File: src/rtl/pausable_clock_sequencer_if.sv
// Control/status bundle between the CSR-side master and the pausable clock sequencer.
interface pausable_clock_sequencer_if #(
  parameter int RATE_COUNTER_WIDTH = 16,
  parameter int NUM_PAUSE_REQ      = 2
);
  logic                          clk_en_i;
  logic                          start_i;
  logic                          stop_i;
  logic [RATE_COUNTER_WIDTH-1:0] half_rate_i;
  logic                          starting_polarity_i;
  logic [NUM_PAUSE_REQ-1:0]      pause_req_i;
  logic [NUM_PAUSE_REQ-1:0]      pause_polarity_i;
  logic [NUM_PAUSE_REQ-1:0]      pause_grant_o;
  logic                          generation_en_o;
  logic                          init_o;
  logic                          starting_polarity_o;
  logic                          locked_o;
  logic                          quarter_toggle_event_o;
  logic                          half_toggle_event_o;
  logic                          pause_en_o;
  logic                          pause_polarity_o;
  logic                          busy_o;

  modport master (
    output clk_en_i, start_i, stop_i, half_rate_i, starting_polarity_i,
           pause_req_i, pause_polarity_i,
    input  pause_grant_o, generation_en_o, init_o, starting_polarity_o, locked_o,
           quarter_toggle_event_o, half_toggle_event_o, pause_en_o, pause_polarity_o,
           busy_o
  );

  modport slave (
    input  clk_en_i, start_i, stop_i, half_rate_i, starting_polarity_i,
           pause_req_i, pause_polarity_i,
    output pause_grant_o, generation_en_o, init_o, starting_polarity_o, locked_o,
           quarter_toggle_event_o, half_toggle_event_o, pause_en_o, pause_polarity_o,
           busy_o
  );
endinterface

File: src/rtl/pausable_clock_sequencer.sv
// Start/rate/lock/stop sequencing and pause arbitration for one pausable_clock instance.
// Define CLKS_ALOT_PAUSE_ROUND_ROBIN_EN for round-robin pause arbitration (default: fixed priority).
module pausable_clock_sequencer #(
  parameter int RATE_COUNTER_WIDTH = 16,
  parameter int LOCK_CYCLES        = 4,
  parameter int NUM_PAUSE_REQ      = 2
) (
  input  logic                     clk,
  input  logic                     arst_n,
  pausable_clock_sequencer_if.slave bus
);

  localparam int RCW = RATE_COUNTER_WIDTH;
  localparam int N   = NUM_PAUSE_REQ;
  localparam int PW  = (N > 1) ? $clog2(N) : 1;

  typedef enum logic [2:0] {
    S_IDLE,
    S_INIT,
    S_RUN,
    S_LOCKED,
    S_DRAIN
  } state_t;

  state_t         state;
  logic [RCW-1:0] rate;
  logic [RCW-1:0] count;
  logic           phase;
  logic [7:0]     lock_cnt;
  logic           pol_q;
  logic           gen_en;
  logic           init_pulse;
  logic           locked;
  logic           quarter_evt;
  logic           half_evt;
  logic [N-1:0]   grant;
  logic           pause_en;
  logic           pause_pol;
  logic           busy;
  logic [N-1:0]   next_grant;
  logic [PW-1:0]  prio_base;

  // A rate below 2 cannot produce distinct quarter and half events.
  function automatic logic [RCW-1:0] clamp_rate(input logic [RCW-1:0] r);
    return (r < RCW'(2)) ? RCW'(2) : r;
  endfunction

  function automatic logic [N-1:0] pick_winner(input logic [N-1:0] req,
                                               input logic [PW-1:0] base);
    logic [N-1:0] g;
    logic         found;
    int           idx;
    g     = '0;
    found = 1'b0;
    for (int k = 0; k < N; k++) begin
      idx = (int'(base) + k) % N;
      if (!found && req[idx]) begin
        g[idx] = 1'b1;
        found  = 1'b1;
      end
    end
    return g;
  endfunction

`ifdef CLKS_ALOT_PAUSE_ROUND_ROBIN_EN
  logic [PW-1:0] rr_ptr;

  function automatic logic [PW-1:0] ptr_after(input logic [N-1:0] g);
    logic [PW-1:0] p;
    p = '0;
    for (int k = 0; k < N; k++) begin
      if (g[k]) p = PW'((k + 1) % N);
    end
    return p;
  endfunction

  assign prio_base = rr_ptr;
`else
  assign prio_base = '0;
`endif

  // The current holder keeps its grant for as long as it keeps requesting.
  always_comb begin
    next_grant = grant;
    if (!(|(grant & bus.pause_req_i))) next_grant = pick_winner(bus.pause_req_i, prio_base);
  end

  always_ff @(posedge clk or negedge arst_n) begin
    if (!arst_n) begin
      state       <= S_IDLE;
      rate        <= '0;
      count       <= '0;
      phase       <= 1'b0;
      lock_cnt    <= '0;
      pol_q       <= 1'b0;
      gen_en      <= 1'b0;
      init_pulse  <= 1'b0;
      locked      <= 1'b0;
      quarter_evt <= 1'b0;
      half_evt    <= 1'b0;
      grant       <= '0;
      pause_en    <= 1'b0;
      pause_pol   <= 1'b0;
      busy        <= 1'b0;
`ifdef CLKS_ALOT_PAUSE_ROUND_ROBIN_EN
      rr_ptr      <= '0;
`endif
    end else if (!bus.clk_en_i) begin
      init_pulse  <= 1'b0;
      quarter_evt <= 1'b0;
      half_evt    <= 1'b0;
    end else begin
      init_pulse  <= 1'b0;
      quarter_evt <= 1'b0;
      half_evt    <= 1'b0;
      unique case (state)
        S_IDLE: begin
          if (bus.start_i) begin
            state      <= S_INIT;
            rate       <= clamp_rate(bus.half_rate_i);
            pol_q      <= bus.starting_polarity_i;
            init_pulse <= 1'b1;
            busy       <= 1'b1;
            lock_cnt   <= '0;
          end
        end
        S_INIT: begin
          state  <= S_RUN;
          gen_en <= 1'b1;
          count  <= rate - RCW'(1);
          phase  <= pol_q;
        end
        S_RUN, S_LOCKED, S_DRAIN: begin
          if (!gen_en) begin
            // Drain already parked the clock at its idle level.
            state <= S_IDLE;
            busy  <= 1'b0;
          end else begin
            if (count == '0) begin
              count       <= rate - RCW'(1);
              half_evt    <= 1'b1;
              quarter_evt <= 1'b1;
              phase       <= ~phase;
              if (state == S_RUN) begin
                if (lock_cnt == 8'(LOCK_CYCLES - 1)) begin
                  state  <= S_LOCKED;
                  locked <= 1'b1;
                end else begin
                  lock_cnt <= lock_cnt + 8'd1;
                end
              end else if (state == S_LOCKED) begin
                grant     <= next_grant;
                pause_en  <= |next_grant;
                pause_pol <= |(next_grant & bus.pause_polarity_i);
`ifdef CLKS_ALOT_PAUSE_ROUND_ROBIN_EN
                if ((next_grant != grant) && (|next_grant)) rr_ptr <= ptr_after(next_grant);
`endif
              end else begin
                grant     <= '0;
                pause_en  <= 1'b0;
                pause_pol <= 1'b0;
                if (~phase == pol_q) gen_en <= 1'b0;
              end
            end else begin
              count <= count - RCW'(1);
              if (count == (rate >> 1)) quarter_evt <= 1'b1;
            end
            // Stop overrides any lock transition taken on the same edge.
            if (bus.stop_i && (state != S_DRAIN)) begin
              state  <= S_DRAIN;
              locked <= 1'b0;
            end
          end
        end
        default: state <= S_IDLE;
      endcase
    end
  end

  assign bus.generation_en_o        = gen_en;
  assign bus.init_o                 = init_pulse;
  assign bus.starting_polarity_o    = pol_q;
  assign bus.locked_o               = locked;
  assign bus.quarter_toggle_event_o = quarter_evt;
  assign bus.half_toggle_event_o    = half_evt;
  assign bus.pause_grant_o          = grant;
  assign bus.pause_en_o             = pause_en;
  assign bus.pause_polarity_o       = pause_pol;
  assign bus.busy_o                 = busy;

endmodule

File: src/flat_wrapper.sv
// flat-port wrapper written by rule: the top's interface ports become plain ports
module pausable_clock_sequencer_flat 
#(
  parameter int RATE_COUNTER_WIDTH = 16,
  parameter int LOCK_CYCLES        = 4,
  parameter int NUM_PAUSE_REQ      = 2
)
  (clk, arst_n, bus_clk_en_i, bus_start_i, bus_stop_i, bus_half_rate_i, bus_starting_polarity_i, bus_pause_req_i, bus_pause_polarity_i, bus_pause_grant_o, bus_generation_en_o, bus_init_o, bus_starting_polarity_o, bus_locked_o, bus_quarter_toggle_event_o, bus_half_toggle_event_o, bus_pause_en_o, bus_pause_polarity_o, bus_busy_o);
  pausable_clock_sequencer_if #(.RATE_COUNTER_WIDTH(RATE_COUNTER_WIDTH), .NUM_PAUSE_REQ(NUM_PAUSE_REQ)) bus_i ();
  input  logic clk;
  input  logic arst_n;
  input wire logic [$bits(bus_i.clk_en_i)-1:0] bus_clk_en_i;
  input wire logic [$bits(bus_i.start_i)-1:0] bus_start_i;
  input wire logic [$bits(bus_i.stop_i)-1:0] bus_stop_i;
  input wire logic [$bits(bus_i.half_rate_i)-1:0] bus_half_rate_i;
  input wire logic [$bits(bus_i.starting_polarity_i)-1:0] bus_starting_polarity_i;
  input wire logic [$bits(bus_i.pause_req_i)-1:0] bus_pause_req_i;
  input wire logic [$bits(bus_i.pause_polarity_i)-1:0] bus_pause_polarity_i;
  output wire logic [$bits(bus_i.pause_grant_o)-1:0] bus_pause_grant_o;
  output wire logic [$bits(bus_i.generation_en_o)-1:0] bus_generation_en_o;
  output wire logic [$bits(bus_i.init_o)-1:0] bus_init_o;
  output wire logic [$bits(bus_i.starting_polarity_o)-1:0] bus_starting_polarity_o;
  output wire logic [$bits(bus_i.locked_o)-1:0] bus_locked_o;
  output wire logic [$bits(bus_i.quarter_toggle_event_o)-1:0] bus_quarter_toggle_event_o;
  output wire logic [$bits(bus_i.half_toggle_event_o)-1:0] bus_half_toggle_event_o;
  output wire logic [$bits(bus_i.pause_en_o)-1:0] bus_pause_en_o;
  output wire logic [$bits(bus_i.pause_polarity_o)-1:0] bus_pause_polarity_o;
  output wire logic [$bits(bus_i.busy_o)-1:0] bus_busy_o;
  assign bus_i.clk_en_i = bus_clk_en_i;
  assign bus_i.start_i = bus_start_i;
  assign bus_i.stop_i = bus_stop_i;
  assign bus_i.half_rate_i = bus_half_rate_i;
  assign bus_i.starting_polarity_i = bus_starting_polarity_i;
  assign bus_i.pause_req_i = bus_pause_req_i;
  assign bus_i.pause_polarity_i = bus_pause_polarity_i;
  assign bus_pause_grant_o = bus_i.pause_grant_o;
  assign bus_generation_en_o = bus_i.generation_en_o;
  assign bus_init_o = bus_i.init_o;
  assign bus_starting_polarity_o = bus_i.starting_polarity_o;
  assign bus_locked_o = bus_i.locked_o;
  assign bus_quarter_toggle_event_o = bus_i.quarter_toggle_event_o;
  assign bus_half_toggle_event_o = bus_i.half_toggle_event_o;
  assign bus_pause_en_o = bus_i.pause_en_o;
  assign bus_pause_polarity_o = bus_i.pause_polarity_o;
  assign bus_busy_o = bus_i.busy_o;
  pausable_clock_sequencer #(.RATE_COUNTER_WIDTH(RATE_COUNTER_WIDTH), .LOCK_CYCLES(LOCK_CYCLES), .NUM_PAUSE_REQ(NUM_PAUSE_REQ)) u_core (.clk(clk), .arst_n(arst_n), .bus(bus_i));
endmodule
File: config.mk
export PLATFORM = sky130hd
export DESIGN_NAME = pausable_clock_sequencer_flat
export DESIGN_NICKNAME = d
export VERILOG_FILES = /design/src/rtl/pausable_clock_sequencer_if.sv /design/src/rtl/pausable_clock_sequencer.sv /design/src/flat_wrapper.sv
export SDC_FILE = /design/constraint.sdc
export NUM_CORES = 1
export LEC_CHECK = 0
export CAP_MARGIN = 5
export CORE_UTILIZATION = 34
export DETAILED_ROUTE_END_ITERATION = 6
export DONT_BUFFER_PORTS = 1
export GPL_TIMING_DRIVEN = 0
export PLACE_DENSITY = 0.5
export SETUP_SLACK_MARGIN = 0.2
export SLEW_MARGIN = 20
export SYNTH_ARGS = -nofsm -noshare
export SYNTH_HDL_FRONTEND = slang
export SYNTH_SLANG_ARGS = --single-unit
File: constraint.sdc
create_clock -name clk -period 2 [get_ports clk]
set_input_delay 0.3 -clock clk [delete_from_list [all_inputs] [get_ports clk]]
set_output_delay 0.3 -clock clk [all_outputs]
set_load 0.1 [all_outputs]
# Yosys cells after proc, flatten, opt, wreduce, memory -nomap -nowiden
# Index checks and enable logic that the tools add are counted.
# classes
n_reduce_logical,23
n_addsub,3
bitwise,4
n_lt_le_gt_ge,1
mux,53
n_eq_ne,17
# op_table
operator,n
$mux W16,3
$mux W8,5
$pmux W16 S2,1
$sub A16 B1 Y16 const B,2
$mux W1,30
$mux W3,6
$eq A16 B15 Y1,1
$logic_not A16 Y1,1
$lt A16 B2 Y1 const B,1
$pmux W8 S2,1
$ne A4 B4 Y1 const B,3
$reduce_and A5 Y1,2
$reduce_bool A2 Y1,5
$pmux W3 S3,1
$add A8 B1 Y8 const B,1
$eq A8 B2 Y1 const B,1
$reduce_and A4 Y1,2
$reduce_and A7 Y1,1
$eq A3 B2 Y1 const B,2
$mux W2,3
$ne A2 B1 Y1 const B,3
$ne A2 B2 Y1 const B,3
$pmux W1 S2,3
$reduce_and A3 Y1,2
other kinds (13),18
# totals
output_inout_bits,11
reg_bits,55

# Depth between registers and ports, before layout
# depth
depth_word,10
depth_mapped,8
ltp_nobuf,7

# Least setup slack after synthesis
# Ideal clock, no wire load.
# synth_timing
path_type,reg2reg
from,register u_core.gen_en (netlist: u_core.bus.generation_en_o)
to,register u_core.lock_cnt[5]
required_time_ns,1.922
slack_ns,-0.492
stages_incl_launch_ff,7
path_buffers,1
t_arrival_ns,2.414
path_cell_list,dfrtp_1 > clkbuf_1 > o21ai_0 > a211o_1 > o21ai_4 > or4b_1 > a21oi_1
# synth_via
elab_chain_cells,2
# synth_rtl
item,line,text
from (decl),pausable_clock_sequencer.sv:31,logic gen_en;
from (signal assigned),pausable_clock_sequencer.sv:96,gen_en <= 1'b0;
from (signal assigned),pausable_clock_sequencer.sv:129,gen_en <= 1'b1;
from (signal assigned),pausable_clock_sequencer.sv:162,if (~phase == pol_q) gen_en <= 1'b0;
$ne A2 B1 Y1 (no line),n/a,
$reduce_and A7 Y1 (no line),n/a,
to (signal assigned),pausable_clock_sequencer.sv:149,lock_cnt <= lock_cnt + 8'd1;
to (decl),pausable_clock_sequencer.sv:29,logic [7:0] lock_cnt;
# Every way passes these cells.
# A chain may end at the register's enable or synchronous reset.

# Final worst setup path
# layout_timing
from,register u_core.count[1]
to,register u_core.lock_cnt[3]
# layout_via
elab_chain_cells,3
# layout_rtl
item,line,text
from (decl),pausable_clock_sequencer.sv:27,logic [RCW-1:0] count;
from (signal assigned),pausable_clock_sequencer.sv:130,count <= rate - RCW'(1);
from (signal assigned),pausable_clock_sequencer.sv:140,count <= rate - RCW'(1);
from (signal assigned),pausable_clock_sequencer.sv:165,count <= count - RCW'(1);
$logic_not A16 Y1,pausable_clock_sequencer.sv:139,if (count == '0) begin
$ne A2 B1 Y1 (no line),n/a,
$reduce_and A7 Y1 (no line),n/a,
# Every way passes these cells.

==> impl_results.md <==
* Total chip power at 7.99 mW
* Warnings from Yosys at 0
* Hold Path Origin: bus_stop_i
* Critical path cell sequence: inv_2 > ha_4 > nor4b_4 > buf_4 > and4_4 > a21oi_4 > or4_4 > a21oi_2
* Post-Syn Nets at 432
* Clk pwr share at 0.080
* Critical Path RT at 2260 ps
* Failing checks: negative setup slack
* Worst Hold Path Cells at 1
* Seq. cell area at 1390 sq um
* Vias at 3344
* Slew Limit Fails at 0
* Post-route setup slack at -113 ps
* CP Launch Type: register
* Final-stage net count at 500
* Met1 Wirelength at 5090 um
* F_max at 0.473 GHz
* Post-DP HPWL at 6870 um
* Sw Ratio at 0.488
* Fin Hold WS at 69.1 ps
* Critical Path AT at 2370 ps
* CTS tree: yes
* Netlist cell types at 65
* Register area share after synthesis at 0.391
* Initial core utilization at 0.355
* Total die area at 10800 sq um
* WL final at 10800 um
* Combinational share of power at 0.618
* Pleak at 2.03 nW
* First-pass GRT wire length at 17100 um
* Worst Hold Path EP: u_core.bus.locked_o
* Diode count at 0
* Max clock buf depth at 2
* Final setup vio count at 11
* Reg-to-Reg End: u_core.lock_cnt[3]
* TritonCTS Buffers at 5
* Clock Skews at 12.7 ps
* Synth top area cells: dfrtp_1 39%, nand2_1 7.4%, xor2_1 5.7%
* # clock sinks at 55
* Root Buffer: clkbuf_8
* Footprint of the multi-input gates at 2520 sq um
* Die H at 104 um
* Critical Path Slowest Stage Cell: or4_4
* Gr ovfl total at 0
* Max layer used: met4
* FILL cells at 936
* Met2 WL at 5010 um
* Switch Pwr at 3.90 mW
* Vias in the first global route at 3256
* Most frequent cells in the layout: 64 x nand2_1, 48 x buf_4, 47 x dfrtp_1
* Syn Area/Cell at 8.76 sq um
* Synthesis-to-layout area growth at 40.5%
* Peak VDD IR at 0.000645 V
* Tcrit/Tclk final at 1.06
* Met3 wire len at 474 um
* Crit path capture type: register
* Crit Path Class: register to register
* Synth Cell Area at 3520 sq um
* Post-synth top flop: dfrtp_1
* Clk pin slew, worst setup/hold paths at 110 ps
* Top-area cell type share of the netlist area at 0.391
* H-Tree Level Count at 2
* Residual DRC at 0
* Largest stage delay on the critical path at 540 ps
* Router iterations before antenna repair at 4
* Critical path's top delay family: simple AND/OR/NAND/NOR gates
* Status: finished, violations left
* Critical R2R Launch: u_core.count[1]
* Via/cell ratio at 5.54
* Synth async-reset ratio at 1.00
* RSZ-0062 raised after global routing: yes
* Largest net degree at the start of global routing at 56
* Placer Congestion at 0.841
* Port Buf Inserts at 0
* Buf+Inv Stages, Crit Path at 2
* Initial DRC count at 220
* PwrDens at 1610 nW/um^2
* Row cnt at 36
* Final hold violations at 0
* Layout cells sized above 1 at 0.386
* Post-synth EDFFs at 0
* FF-to-FF setup slack at -110 ps
* Setup TNS Final at -460 ps
* Most area-hungry cell type in the Yosys netlist: dfrtp_1
* Synth Register Bits at 55
* Cells after Synth at 402
* Internal power at 4.09 mW
* ANT nets after route at 0
* Seq pwr share at 0.302
* Worst Path Max Fanout at 6
* Worst slew margin at 0.287
* Top Ports at 37
* Drt wl/cell at 17.9 um
* HP Class: input port to register
* Worst Tran Pin Value at 1070 ps
* Number of antenna violations at the first check in global routing at 0
* Commonest non-fill, non-tap cell in the layout: nand2_1
* Die Wd at 104 um
* Core ar. at 9910 sq um
* GRT Util Overall at 0.198
* Max-capacitance violation count at 0
* Worst-skew pair later-pin latency at 320 ps
* Fin crit period at 2110 ps
* Worst reg-to-reg path cell count at 8
==> state kept, by name (all words and copies together) (netlist names) <==
signal / flops
u_core.bus.busy_o: 1
u_core.bus.generation_en_o: 1
u_core.bus.half_toggle_event_o: 1
u_core.bus.init_o: 1
u_core.bus.locked_o: 1
u_core.bus.pause_en_o: 1
u_core.bus.pause_grant_o: 2
u_core.bus.pause_polarity_o: 1
u_core.bus.quarter_toggle_event_o: 1
u_core.bus.starting_polarity_o: 1
u_core.count: 16
u_core.lock_cnt: 8
u_core.phase: 1
u_core.rate: 16
u_core.state: 3
==> routing by layer <==
layer  up-vias  global-route usage
met3        21              0.0271
li1       1604                   -
met1      1632               0.284
met5         -                   0
met2        87               0.303
met4         0              0.0704
==> worst reg2reg max path: cells and delay by family (launching register included) <==
| kind | cells | cell delay (ps) |
|---|---|---|
| flops | 1 | 410 |
| buf+inv | 2 | 260 |
| simple gates | 3 | 1040 |
| compound gates | 2 | 230 |
| fa+ha+maj | 1 | 120 |
==> logic make-up after synthesis <==
logic type,synth area share
flip-flops,0.391
AND/OR/NAND/NOR,0.289
adder cells (fa/ha/maj),0.0142
XOR/XNOR,0.0746
AO/OA/AOI/OAI,0.172
multiplexers,0.0149
buffers and inverters,0.0441
==> area by class of cell <==
cell class,instances,area share
plain buffers,23,0.0369
clock buffers,6,0.0147
clock inverters,2,0.00253
inverters,13,0.00986
multi-input cells,312,0.510
flip-flops and latches,55,0.281
well taps,133,0.0336
repair buffers,60,0.112
==> worst max-delay path by stage <==
stage | startpoint | to | slack, ps | depth (start not counted)
global route | u_core.count[1] | u_core.lock_cnt[3] | -180 | 8
CTS | u_core.count[6] | u_core.count[9] | -80 | 5
finish | u_core.count[1] | u_core.lock_cnt[3] | -110 | 8
detailed placement | u_core.count[1] | u_core.count[8] | -280 | 8
global placement | u_core.count[1] | u_core.count[13] | -320 | 8
floorplan | u_core.bus.generation_en_o | u_core.lock_cnt[5] | 40 | 6
==> Yosys cell counts, types with 2 or more instances <==
cell,instances
nand2_1,69
dfrtp_1,55
o21ai_0,24
xor2_1,23
nor2_1,22
nor3_1,19
nand3_1,17
nor4_1,15
a21oi_1,14
inv_1,13
clkbuf_1,12
buf_2,10
xnor2_1,7
or4_1,6
a22o_1,4
ha_1,4
nand4_1,4
nor4b_1,4
o31ai_1,4
a221o_1,3
a31oi_1,3
a32o_1,3
and3_1,3
mux2i_1,3
nand2b_1,3
nor2b_1,3
nor3b_1,3
o21a_1,3
o221ai_1,3
o22ai_1,3
o41ai_1,3
a211o_1,2
a21boi_0,2
mux2_2,2
nor4_4,2
or3_1,2
or3b_2,2
==> power by group through the flow <==
| stage | Sequential, mW | Clock [mW] | Combinational [mW] |
|---|---|---|---|
| final | 2.41 | 0.639 | 4.94 |
| after global routing | 2.47 | 0.693 | 5.31 |
| after CTS | 2.35 | 0.657 | 4.06 |
| after detailed placement | 2.38 | 0 | 2.97 |
| after global placement | 2.38 | 0 | 2.96 |
| after floorplan | 2.22 | 0 | 2.35 |
==> metrics by stage <==
stage / setup WS (ps) / util / instance area [sq um] / instances
floorplan: 36.3 / - / 3570 / 402
global placement: -316 / 0.377 / 3740 / 535
detailed placement: -283 / 0.377 / 3740 / 535
CTS: -75.1 / 0.447 / 4430 / 584
global route: -183 / 0.499 / 4950 / 604
finish: -113 / 0.499 / 4950 / 604
==> what timing repair did <==
action / 4_1_cts / 5_1_grt
hold endpoints to repair: 55 / 0
endpoints found under the setup margin: 50 / 54
gates resized for setup: 68 / 78
hold buffers: 2 / 0
pin swaps: 22 / 39
buffers inserted: 35 / 20
gates cloned: 4 / 0
Power figures use the tool's default switching activity.
